### src/rtl/mips_hazard_scoreboard_if.sv
// ----------------------------------------------------------------------------
// mips_hazard_scoreboard_if
//
// Purpose: bundles the issue, operand-lookup and status signals that are
// exchanged between the ID stage (master) and the hazard scoreboard (slave).
//
// Handshake semantics: there is no valid/ready pair on this interface.
// issue_valid qualifies the issue fields for the current cycle only, and
// stall is the scoreboard's combinational answer in that same cycle. An
// instruction is accepted at the rising edge when issue_valid = 1 and
// stall = 0. While stall = 1 the master holds the instruction and presents
// it again in the next cycle.
//
// Signal summary (direction seen from the scoreboard / slave):
//   issue_valid  in   instruction in ID requests issue
//   issue_wr_en  in   issuing instruction writes a register
//   issue_wr_id  in   destination register id
//   issue_lat    in   age at which the result becomes forwardable (1..DEPTH)
//   issue_kill   in   squash the issuing instruction
//   rd_id        in   source register ids, port p at [p*REG_ID_W +: REG_ID_W]
//   rd_used      in   per-port flag: operand actually consumed
//   stage_data   in   result for age s at [(s-1)*DATA_W +: DATA_W]
//   stall        out  hold IF/ID, insert a bubble
//   fwd_hit      out  per-port forward select
//   fwd_data     out  forwarded operand per port
//   retire_valid out  slot DEPTH holds a register-file write this cycle
//   retire_id    out  register id written this cycle (0 when not valid)
//   stall_count  out  saturating count of stalled cycles
// ----------------------------------------------------------------------------
interface mips_hazard_scoreboard_if #(
    parameter int DATA_W   = 32,
    parameter int REG_ID_W = 5,
    parameter int DEPTH    = 4,
    parameter int NUM_READ = 2,
    parameter int LAT_W    = $clog2(DEPTH + 1)
);
    logic                         issue_valid;
    logic                         issue_wr_en;
    logic [REG_ID_W-1:0]          issue_wr_id;
    logic [LAT_W-1:0]             issue_lat;
    logic                         issue_kill;
    logic [NUM_READ*REG_ID_W-1:0] rd_id;
    logic [NUM_READ-1:0]          rd_used;
    logic [DEPTH*DATA_W-1:0]      stage_data;

    logic                         stall;
    logic [NUM_READ-1:0]          fwd_hit;
    logic [NUM_READ*DATA_W-1:0]   fwd_data;
    logic                         retire_valid;
    logic [REG_ID_W-1:0]          retire_id;
    logic [15:0]                  stall_count;

    // ID stage / pipeline control side
    modport master (
        output issue_valid, issue_wr_en, issue_wr_id, issue_lat, issue_kill,
        output rd_id, rd_used, stage_data,
        input  stall, fwd_hit, fwd_data, retire_valid, retire_id, stall_count
    );

    // Scoreboard side
    modport slave (
        input  issue_valid, issue_wr_en, issue_wr_id, issue_lat, issue_kill,
        input  rd_id, rd_used, stage_data,
        output stall, fwd_hit, fwd_data, retire_valid, retire_id, stall_count
    );
endinterface

### src/rtl/mips_hazard_scoreboard.sv
// ----------------------------------------------------------------------------
// mips_hazard_scoreboard
//
// Purpose: tracks in-flight register writers of a short in-order MIPS-style
// pipeline and, for each operand read port, decides between forwarding a
// result from a later stage or stalling the front end until the result
// exists.
//
// Each slot s (1..DEPTH) describes the instruction issued s cycles ago as
// {valid, id, lat}. The slots form a shift line that advances every clock,
// stall or not; a stall simply injects an invalid entry into slot 1.
// Slot DEPTH is the register-file write of the current cycle.
//
// Ports:
//   clk   single clock, all state updates on the rising edge
//   rst   synchronous, active-high reset (clears valid bits and stall_count)
//   bus   mips_hazard_scoreboard_if.slave, see the interface header
// ----------------------------------------------------------------------------
module mips_hazard_scoreboard #(
    parameter int DATA_W   = 32,
    parameter int REG_ID_W = 5,
    parameter int DEPTH    = 4,
    parameter int NUM_READ = 2,
    parameter int LAT_W    = $clog2(DEPTH + 1)
) (
    input  logic                          clk,
    input  logic                          rst,
    mips_hazard_scoreboard_if.slave       bus
);

    // ------------------------------------------------------------------
    // Slot storage. Array index i holds slot s = i + 1.
    // ------------------------------------------------------------------
    logic [DEPTH-1:0]    valid_q, valid_d;
    logic [REG_ID_W-1:0] id_q  [DEPTH];
    logic [REG_ID_W-1:0] id_d  [DEPTH];
    logic [LAT_W-1:0]    lat_q [DEPTH];
    logic [LAT_W-1:0]    lat_d [DEPTH];
    logic [15:0]         stall_count_q, stall_count_d;

    // Lookup results
    logic                         stall;
    logic [NUM_READ-1:0]          not_ready;
    logic [NUM_READ-1:0]          fwd_hit;
    logic [NUM_READ*DATA_W-1:0]   fwd_data;

    // Lookup scratch (fully assigned before use on every port iteration)
    logic [REG_ID_W-1:0]          look_id;
    logic                         look_found;
    int                           look_idx;

    // Issue qualification
    logic [LAT_W-1:0]             lat_eff;
    logic                         issue_load;

    // ------------------------------------------------------------------
    // Operand lookup. Scanning from the oldest slot down to slot 1 and
    // letting every match overwrite the previous one leaves the youngest
    // writer selected. The instruction currently in ID is not yet in any
    // slot, so it can never match its own source operands.
    // ------------------------------------------------------------------
    always_comb begin
        fwd_hit    = '0;
        fwd_data   = '0;
        not_ready  = '0;
        look_id    = '0;
        look_found = 1'b0;
        look_idx   = 0;
        for (int p = 0; p < NUM_READ; p++) begin
            look_id    = bus.rd_id[p*REG_ID_W +: REG_ID_W];
            look_found = 1'b0;
            look_idx   = 0;
            for (int i = DEPTH - 1; i >= 0; i--) begin
                if (valid_q[i] && (id_q[i] == look_id)) begin
                    look_found = 1'b1;
                    look_idx   = i;
                end
            end
            if (bus.rd_used[p] && (look_id != '0) && look_found) begin
                // Slot s = look_idx + 1 is ready once its age reaches lat.
                if (int'(lat_q[look_idx]) <= look_idx + 1) begin
                    fwd_hit[p]                    = 1'b1;
                    fwd_data[p*DATA_W +: DATA_W]  = bus.stage_data[look_idx*DATA_W +: DATA_W];
                end else begin
                    not_ready[p] = 1'b1;
                end
            end
        end
        // Deliberately independent of issue_kill: the kill arrives late in
        // the cycle and must not sit on the stall path.
        stall = bus.issue_valid & (|not_ready);
    end

    // ------------------------------------------------------------------
    // Next-state for the shift line and the stall counter.
    // ------------------------------------------------------------------
    always_comb begin
        // Out-of-range latencies are clamped to the longest pipeline age so
        // the entry is treated conservatively.
        if ((bus.issue_lat == '0) || (int'(bus.issue_lat) > DEPTH)) begin
            lat_eff = LAT_W'(DEPTH);
        end else begin
            lat_eff = bus.issue_lat;
        end

        issue_load = bus.issue_valid & bus.issue_wr_en & ~stall &
                     ~bus.issue_kill & (bus.issue_wr_id != '0);

        valid_d    = '0;
        valid_d[0] = issue_load;
        id_d[0]    = bus.issue_wr_id;
        lat_d[0]   = lat_eff;
        for (int i = 1; i < DEPTH; i++) begin
            valid_d[i] = valid_q[i-1];
            id_d[i]    = id_q[i-1];
            lat_d[i]   = lat_q[i-1];
        end

        if (stall && (stall_count_q != 16'hFFFF)) begin
            stall_count_d = stall_count_q + 16'd1;
        end else begin
            stall_count_d = stall_count_q;
        end
    end

    // Control state: valid bits and the counter are reset.
    always_ff @(posedge clk) begin
        if (rst) begin
            valid_q       <= '0;
            stall_count_q <= '0;
        end else begin
            valid_q       <= valid_d;
            stall_count_q <= stall_count_d;
        end
    end

    // Payload fields are only meaningful under a valid bit, so no reset.
    always_ff @(posedge clk) begin
        id_q  <= id_d;
        lat_q <= lat_d;
    end

    // ------------------------------------------------------------------
    // Outputs
    // ------------------------------------------------------------------
    assign bus.stall        = stall;
    assign bus.fwd_hit      = fwd_hit;
    assign bus.fwd_data     = fwd_data;
    assign bus.retire_valid = valid_q[DEPTH-1];
    // Masked so that an unreset id field never shows up after reset.
    assign bus.retire_id    = valid_q[DEPTH-1] ? id_q[DEPTH-1] : '0;
    assign bus.stall_count  = stall_count_q;

endmodule

### src/flat_wrapper.sv
// flat-port wrapper written by rule: the top's interface ports become plain ports
module mips_hazard_scoreboard_flat 
#(
    parameter int DATA_W   = 32,
    parameter int REG_ID_W = 5,
    parameter int DEPTH    = 4,
    parameter int NUM_READ = 2,
    parameter int LAT_W    = $clog2(DEPTH + 1)
)
  (clk, rst, bus_issue_valid, bus_issue_wr_en, bus_issue_wr_id, bus_issue_lat, bus_issue_kill, bus_rd_id, bus_rd_used, bus_stage_data, bus_stall, bus_fwd_hit, bus_fwd_data, bus_retire_valid, bus_retire_id, bus_stall_count);
  mips_hazard_scoreboard_if #(.DATA_W(DATA_W), .REG_ID_W(REG_ID_W), .DEPTH(DEPTH), .NUM_READ(NUM_READ), .LAT_W(LAT_W)) bus_i ();
  input  logic clk;
  input  logic rst;
  input wire logic [$bits(bus_i.issue_valid)-1:0] bus_issue_valid;
  input wire logic [$bits(bus_i.issue_wr_en)-1:0] bus_issue_wr_en;
  input wire logic [$bits(bus_i.issue_wr_id)-1:0] bus_issue_wr_id;
  input wire logic [$bits(bus_i.issue_lat)-1:0] bus_issue_lat;
  input wire logic [$bits(bus_i.issue_kill)-1:0] bus_issue_kill;
  input wire logic [$bits(bus_i.rd_id)-1:0] bus_rd_id;
  input wire logic [$bits(bus_i.rd_used)-1:0] bus_rd_used;
  input wire logic [$bits(bus_i.stage_data)-1:0] bus_stage_data;
  output wire logic [$bits(bus_i.stall)-1:0] bus_stall;
  output wire logic [$bits(bus_i.fwd_hit)-1:0] bus_fwd_hit;
  output wire logic [$bits(bus_i.fwd_data)-1:0] bus_fwd_data;
  output wire logic [$bits(bus_i.retire_valid)-1:0] bus_retire_valid;
  output wire logic [$bits(bus_i.retire_id)-1:0] bus_retire_id;
  output wire logic [$bits(bus_i.stall_count)-1:0] bus_stall_count;
  assign bus_i.issue_valid = bus_issue_valid;
  assign bus_i.issue_wr_en = bus_issue_wr_en;
  assign bus_i.issue_wr_id = bus_issue_wr_id;
  assign bus_i.issue_lat = bus_issue_lat;
  assign bus_i.issue_kill = bus_issue_kill;
  assign bus_i.rd_id = bus_rd_id;
  assign bus_i.rd_used = bus_rd_used;
  assign bus_i.stage_data = bus_stage_data;
  assign bus_stall = bus_i.stall;
  assign bus_fwd_hit = bus_i.fwd_hit;
  assign bus_fwd_data = bus_i.fwd_data;
  assign bus_retire_valid = bus_i.retire_valid;
  assign bus_retire_id = bus_i.retire_id;
  assign bus_stall_count = bus_i.stall_count;
  mips_hazard_scoreboard #(.DATA_W(DATA_W), .REG_ID_W(REG_ID_W), .DEPTH(DEPTH), .NUM_READ(NUM_READ), .LAT_W(LAT_W)) u_core (.clk(clk), .rst(rst), .bus(bus_i));
endmodule
### config.mk
export PLATFORM = sky130hd
export DESIGN_NAME = mips_hazard_scoreboard_flat
export DESIGN_NICKNAME = d
export VERILOG_FILES = /design/src/rtl/mips_hazard_scoreboard_if.sv /design/src/rtl/mips_hazard_scoreboard.sv /design/src/flat_wrapper.sv
export SDC_FILE = /design/constraint.sdc
export NUM_CORES = 1
export LEC_CHECK = 0
export CAP_MARGIN = 20
export CORE_AREA = 2 2 106 108
export CTS_CLUSTER_DIAMETER = 200
export DETAILED_ROUTE_END_ITERATION = 8
export DIE_AREA = 0 0 108 110
export GPL_TIMING_DRIVEN = 0
export PLACE_DENSITY = 0.91
export SYNTH_ARGS = -nofsm -noshare
export SYNTH_HDL_FRONTEND = slang
export SYNTH_SLANG_ARGS = --single-unit
### constraint.sdc
create_clock -name clk -period 9.7 [get_ports clk]
set_input_delay 1.455 -clock clk [delete_from_list [all_inputs] [get_ports clk]]
set_output_delay 1.455 -clock clk [all_outputs]
set_load 0.005 [all_outputs]
==> results.yml <==
logic_synthesis:
  ys.flop_type: "dfxtp_1"
  syn_inst: 433
  synth_fp_nets: 595
  synth_top_area_share_pct: 31.0
  synth_top_family_by_area: "multiplexers"
  synth-compound-area-share_pct: 5.56
  synth.area.mux_share_pct: 35.4
  synth.avg_cell_area_um2: 10.8
  synthArstFlopShare_pct: 0
  ys_top_cells_by_area: "mux4_2 31%, dfxtp_1 22%, xor2_1 6.0%"
  synth.distinct_cells: 41
  synth_edf_count: 0
  yosysSeqAreaShare_pct: 22.4
  yosysTopAreaCell: "mux4_2"
  yosysMostFrequentCell: "mux4_2"
  synth_xor_area_share_pct: 7.52
  synthAdderAreaFrac_pct: 2.42
  syn-cell-area_um2: 4660
  ys_ff_latch: 52
  yosys-top-cells-count: "64 x mux4_2, 52 x dfxtp_1, 42 x nor2b_1"
  yosysWarnings: 0
  yosys.area_share.simple_pct: 21.2
power_and_ir_drop:
  internal-power_uw: 384
  pwr-share-seq_pct: 46.0
  switchingPower_uw: 112
  clkPwrFrac_pct: 29.2
  power_frac_comb_pct: 24.8
  swShare_pct: 22.5
  p_leak_uw: 0.00247
  power_density_nw_per_um2: 68.5
  peakVddDrop_v: 0.0000827
drt:
  num_vias: 4588
  drcViolationCount: 0
  via_per_inst: 5.66
  first_pass_iters: 4
  wire_per_inst_um: 19.5
  drt-total-wl_mm: 15.8
  initialDrtViolationCount: 231
  ant_nets: 0
placement:
  io_buffer_count: 229
  dpl.hpwl_mm: 13.3
  placed_cell_area_um2: 7120
  dp.cells: 802
  place_congestion: 0.968
timing:
  finalSetupTns_ns: 0
  max_freq_ghz: 0.133
  tightest_slew_ns: 0.575
  skew_ns: 0.00838
  grt_setup_unrepaired: "no"
  slew_headroom_pct: 61.7
  hold_viol_final: 0
  slew_viol_final: 0
  timing.final.crit_share_pct: 77.7
  period_minus_slack_ns: 7.54
  setup_violations: 0
grt:
  antenna_found_initial: 0
  grt_usage_pct: 25.2
  grt_max_degree: 17
  grt_pass1_wl_mm: 23.5
  grt-ovfl-total: 0
  grt_pass1_vias: 4687
die:
  chipWidth_um: 108
  core-area_um2: 10700
  initial_core_util_pct: 43.5
  dieArea_um2: 11900
  num_rows: 38
  die_h_um: 110
  io_pins: 242
run_status:
  status: "completed"
layout:
  design_area_um2: 7230
  synthToLayoutAreaGrowth_pct: 55.4
  num-fill-cells: 804
  drive_above_1_share_pct: 15.7
  n_antenna_cell: 0
  instances_no_fill: 810
  nNetsFinal: 831
critical_path:
  critPathRequiredTime_ns: 8.25
  worstSetupEndpointType: "output port"
  critical_path_class: "in2out"
  start_kind: "input pin"
  crit_arrival_ns: 6.09
  cp_max_fo: 10
clocking:
  cts_buffer_depth: 2
  clk_pin_slew_ns: 0.08
  cts_setup_buffers: 0
  clkLatencyLatePin_ns: 0.30
  numCtsBuffers: 5
  cts.repair.resized: 0
  cts_tree: "done"
  cts_hold_buf: 0
  htree_levels: 2
  cts_root_buffer: "clkbuf_8"
  cts.sinks: 52
worst_hold_path:
  hp-class: "reg2reg"
run:
  maxCapViolCount: 0
## per-layer routing
metal	track usage [%]	up-vias	routed length [µm]
li1	-	2100	-
met1	26.6	2211	5550
met2	48.3	230	8430
met3	4.64	47	1170
met4	11.6	0	633
met5	0	-	0
## final timing paths
check	startpoint	to	slack [ns]	cells after the start
setup / recovery	bus_rd_id[1]	bus_fwd_data[26]	2.16	19
setup reg to reg	u_core.id_q[0]	u_core.bus.stall_count[6]	5.18	17
hold / removal	u_core.lat_d[3]	u_core.lat_d[0]	0.37	0
hold reg to reg	u_core.lat_d[3]	u_core.lat_d[0]	0.37	0
## flip-flops by register name, summed over array words and instances, names as in the netlist
| name | cells |
|---|---|
| u_core.id_q | 5 |
| u_core.bus.stall_count | 16 |
| u_core.valid_q | 4 |
| u_core.id_d | 15 |
| u_core.lat_q | 3 |
| u_core.lat_d | 9 |
## cells in the final DEF, fill, tap and decap left out, drive strengths merged
cell,count
or3b,1
nand4b,1
and2,39
xor2,32
a21oi,11
nor4b,2
nand2,8
o21bai,1
or3,5
a32oi,1
mux4,64
o221a,1
mux2,4
buf,22
nand4,3
xnor2,8
o311a,1
or2,1
o21ai,8
clkdlybuf4s50,229
nor3,5
and3,11
mux2i,16
inv,13
o21a,4
nor2,10
o211a,1
ha,9
or4,7
nor4,13
bufinv,1
nand3,12
o31ai,5
dfxtp,52
clkbuf,23
o32a,1
o31a,3
nor2b,42
## worst max-delay path, cell delays in order
cell             delay (ns)
clkbuf_1               0.28
xor2_1                 0.14
nor4_1                 0.41
and3_1                 0.24
nor2_1                 0.05
nor3_2                 0.27
buf_2                  0.31
buf_4                  0.26
mux2i_1                0.20
mux2i_1                0.10
ha_1                   0.32
nor2b_1                0.13
o21ai_0                0.14
a32oi_1                0.08
or3_1                  0.36
inv_1                  0.17
clkbuf_1               0.42
and2_1                 0.20
clkdlybuf4s50_1        0.55
## per-stage QoR
stage | hold WS (ns) | worst slack, ns | total power [µW] | util, %
floorplan | 0.350 | 3.53 | 280 | -
global placement | 0.355 | 2.16 | 348 | 66.6
detailed placement | 0.359 | 2.15 | 355 | 66.6
CTS | 0.371 | 2.13 | 498 | 67.6
global route | 0.381 | 1.85 | 518 | 67.6
finish | 0.371 | 2.16 | 495 | 67.6
## cell families (layout without fill, tap and decap cells)
| kind of cell | after synthesis | in the layout |
|---|---|---|
| AOI/OAI and AO/OA | 37 | 37 |
| and+or+nand+nor | 160 | 160 |
| xor gates and xnor gates | 40 | 40 |
| muxes | 84 | 84 |
| adders and majority gates | 9 | 9 |
| buffers and inverters | 51 | 288 |
| DFF | 52 | 52 |
## power by group through the flow
stage	registers, µW	logic [µW]	clock network [µW]
2_1_floorplan	231	49.3	0
3_3_place_gp	232	116	0
3_5_place_dp	233	122	0
4_1_cts	228	122	148
5_1_grt	229	131	158
6_report	228	123	144
## final cells by class
type	instances	area (µm²)	share of cell area, %
plain buffers	39	215	2.97
clock buffers	6	72.6	1.00
clock inverters	2	38.8	0.536
inverters	12	45.0	0.623
multi-input cells	330	3350	46.4
flip-flops and latches	52	1040	14.4
well taps	140	175	2.42
repair buffers	229	2290	31.7
Power figures use the tool's default switching activity.
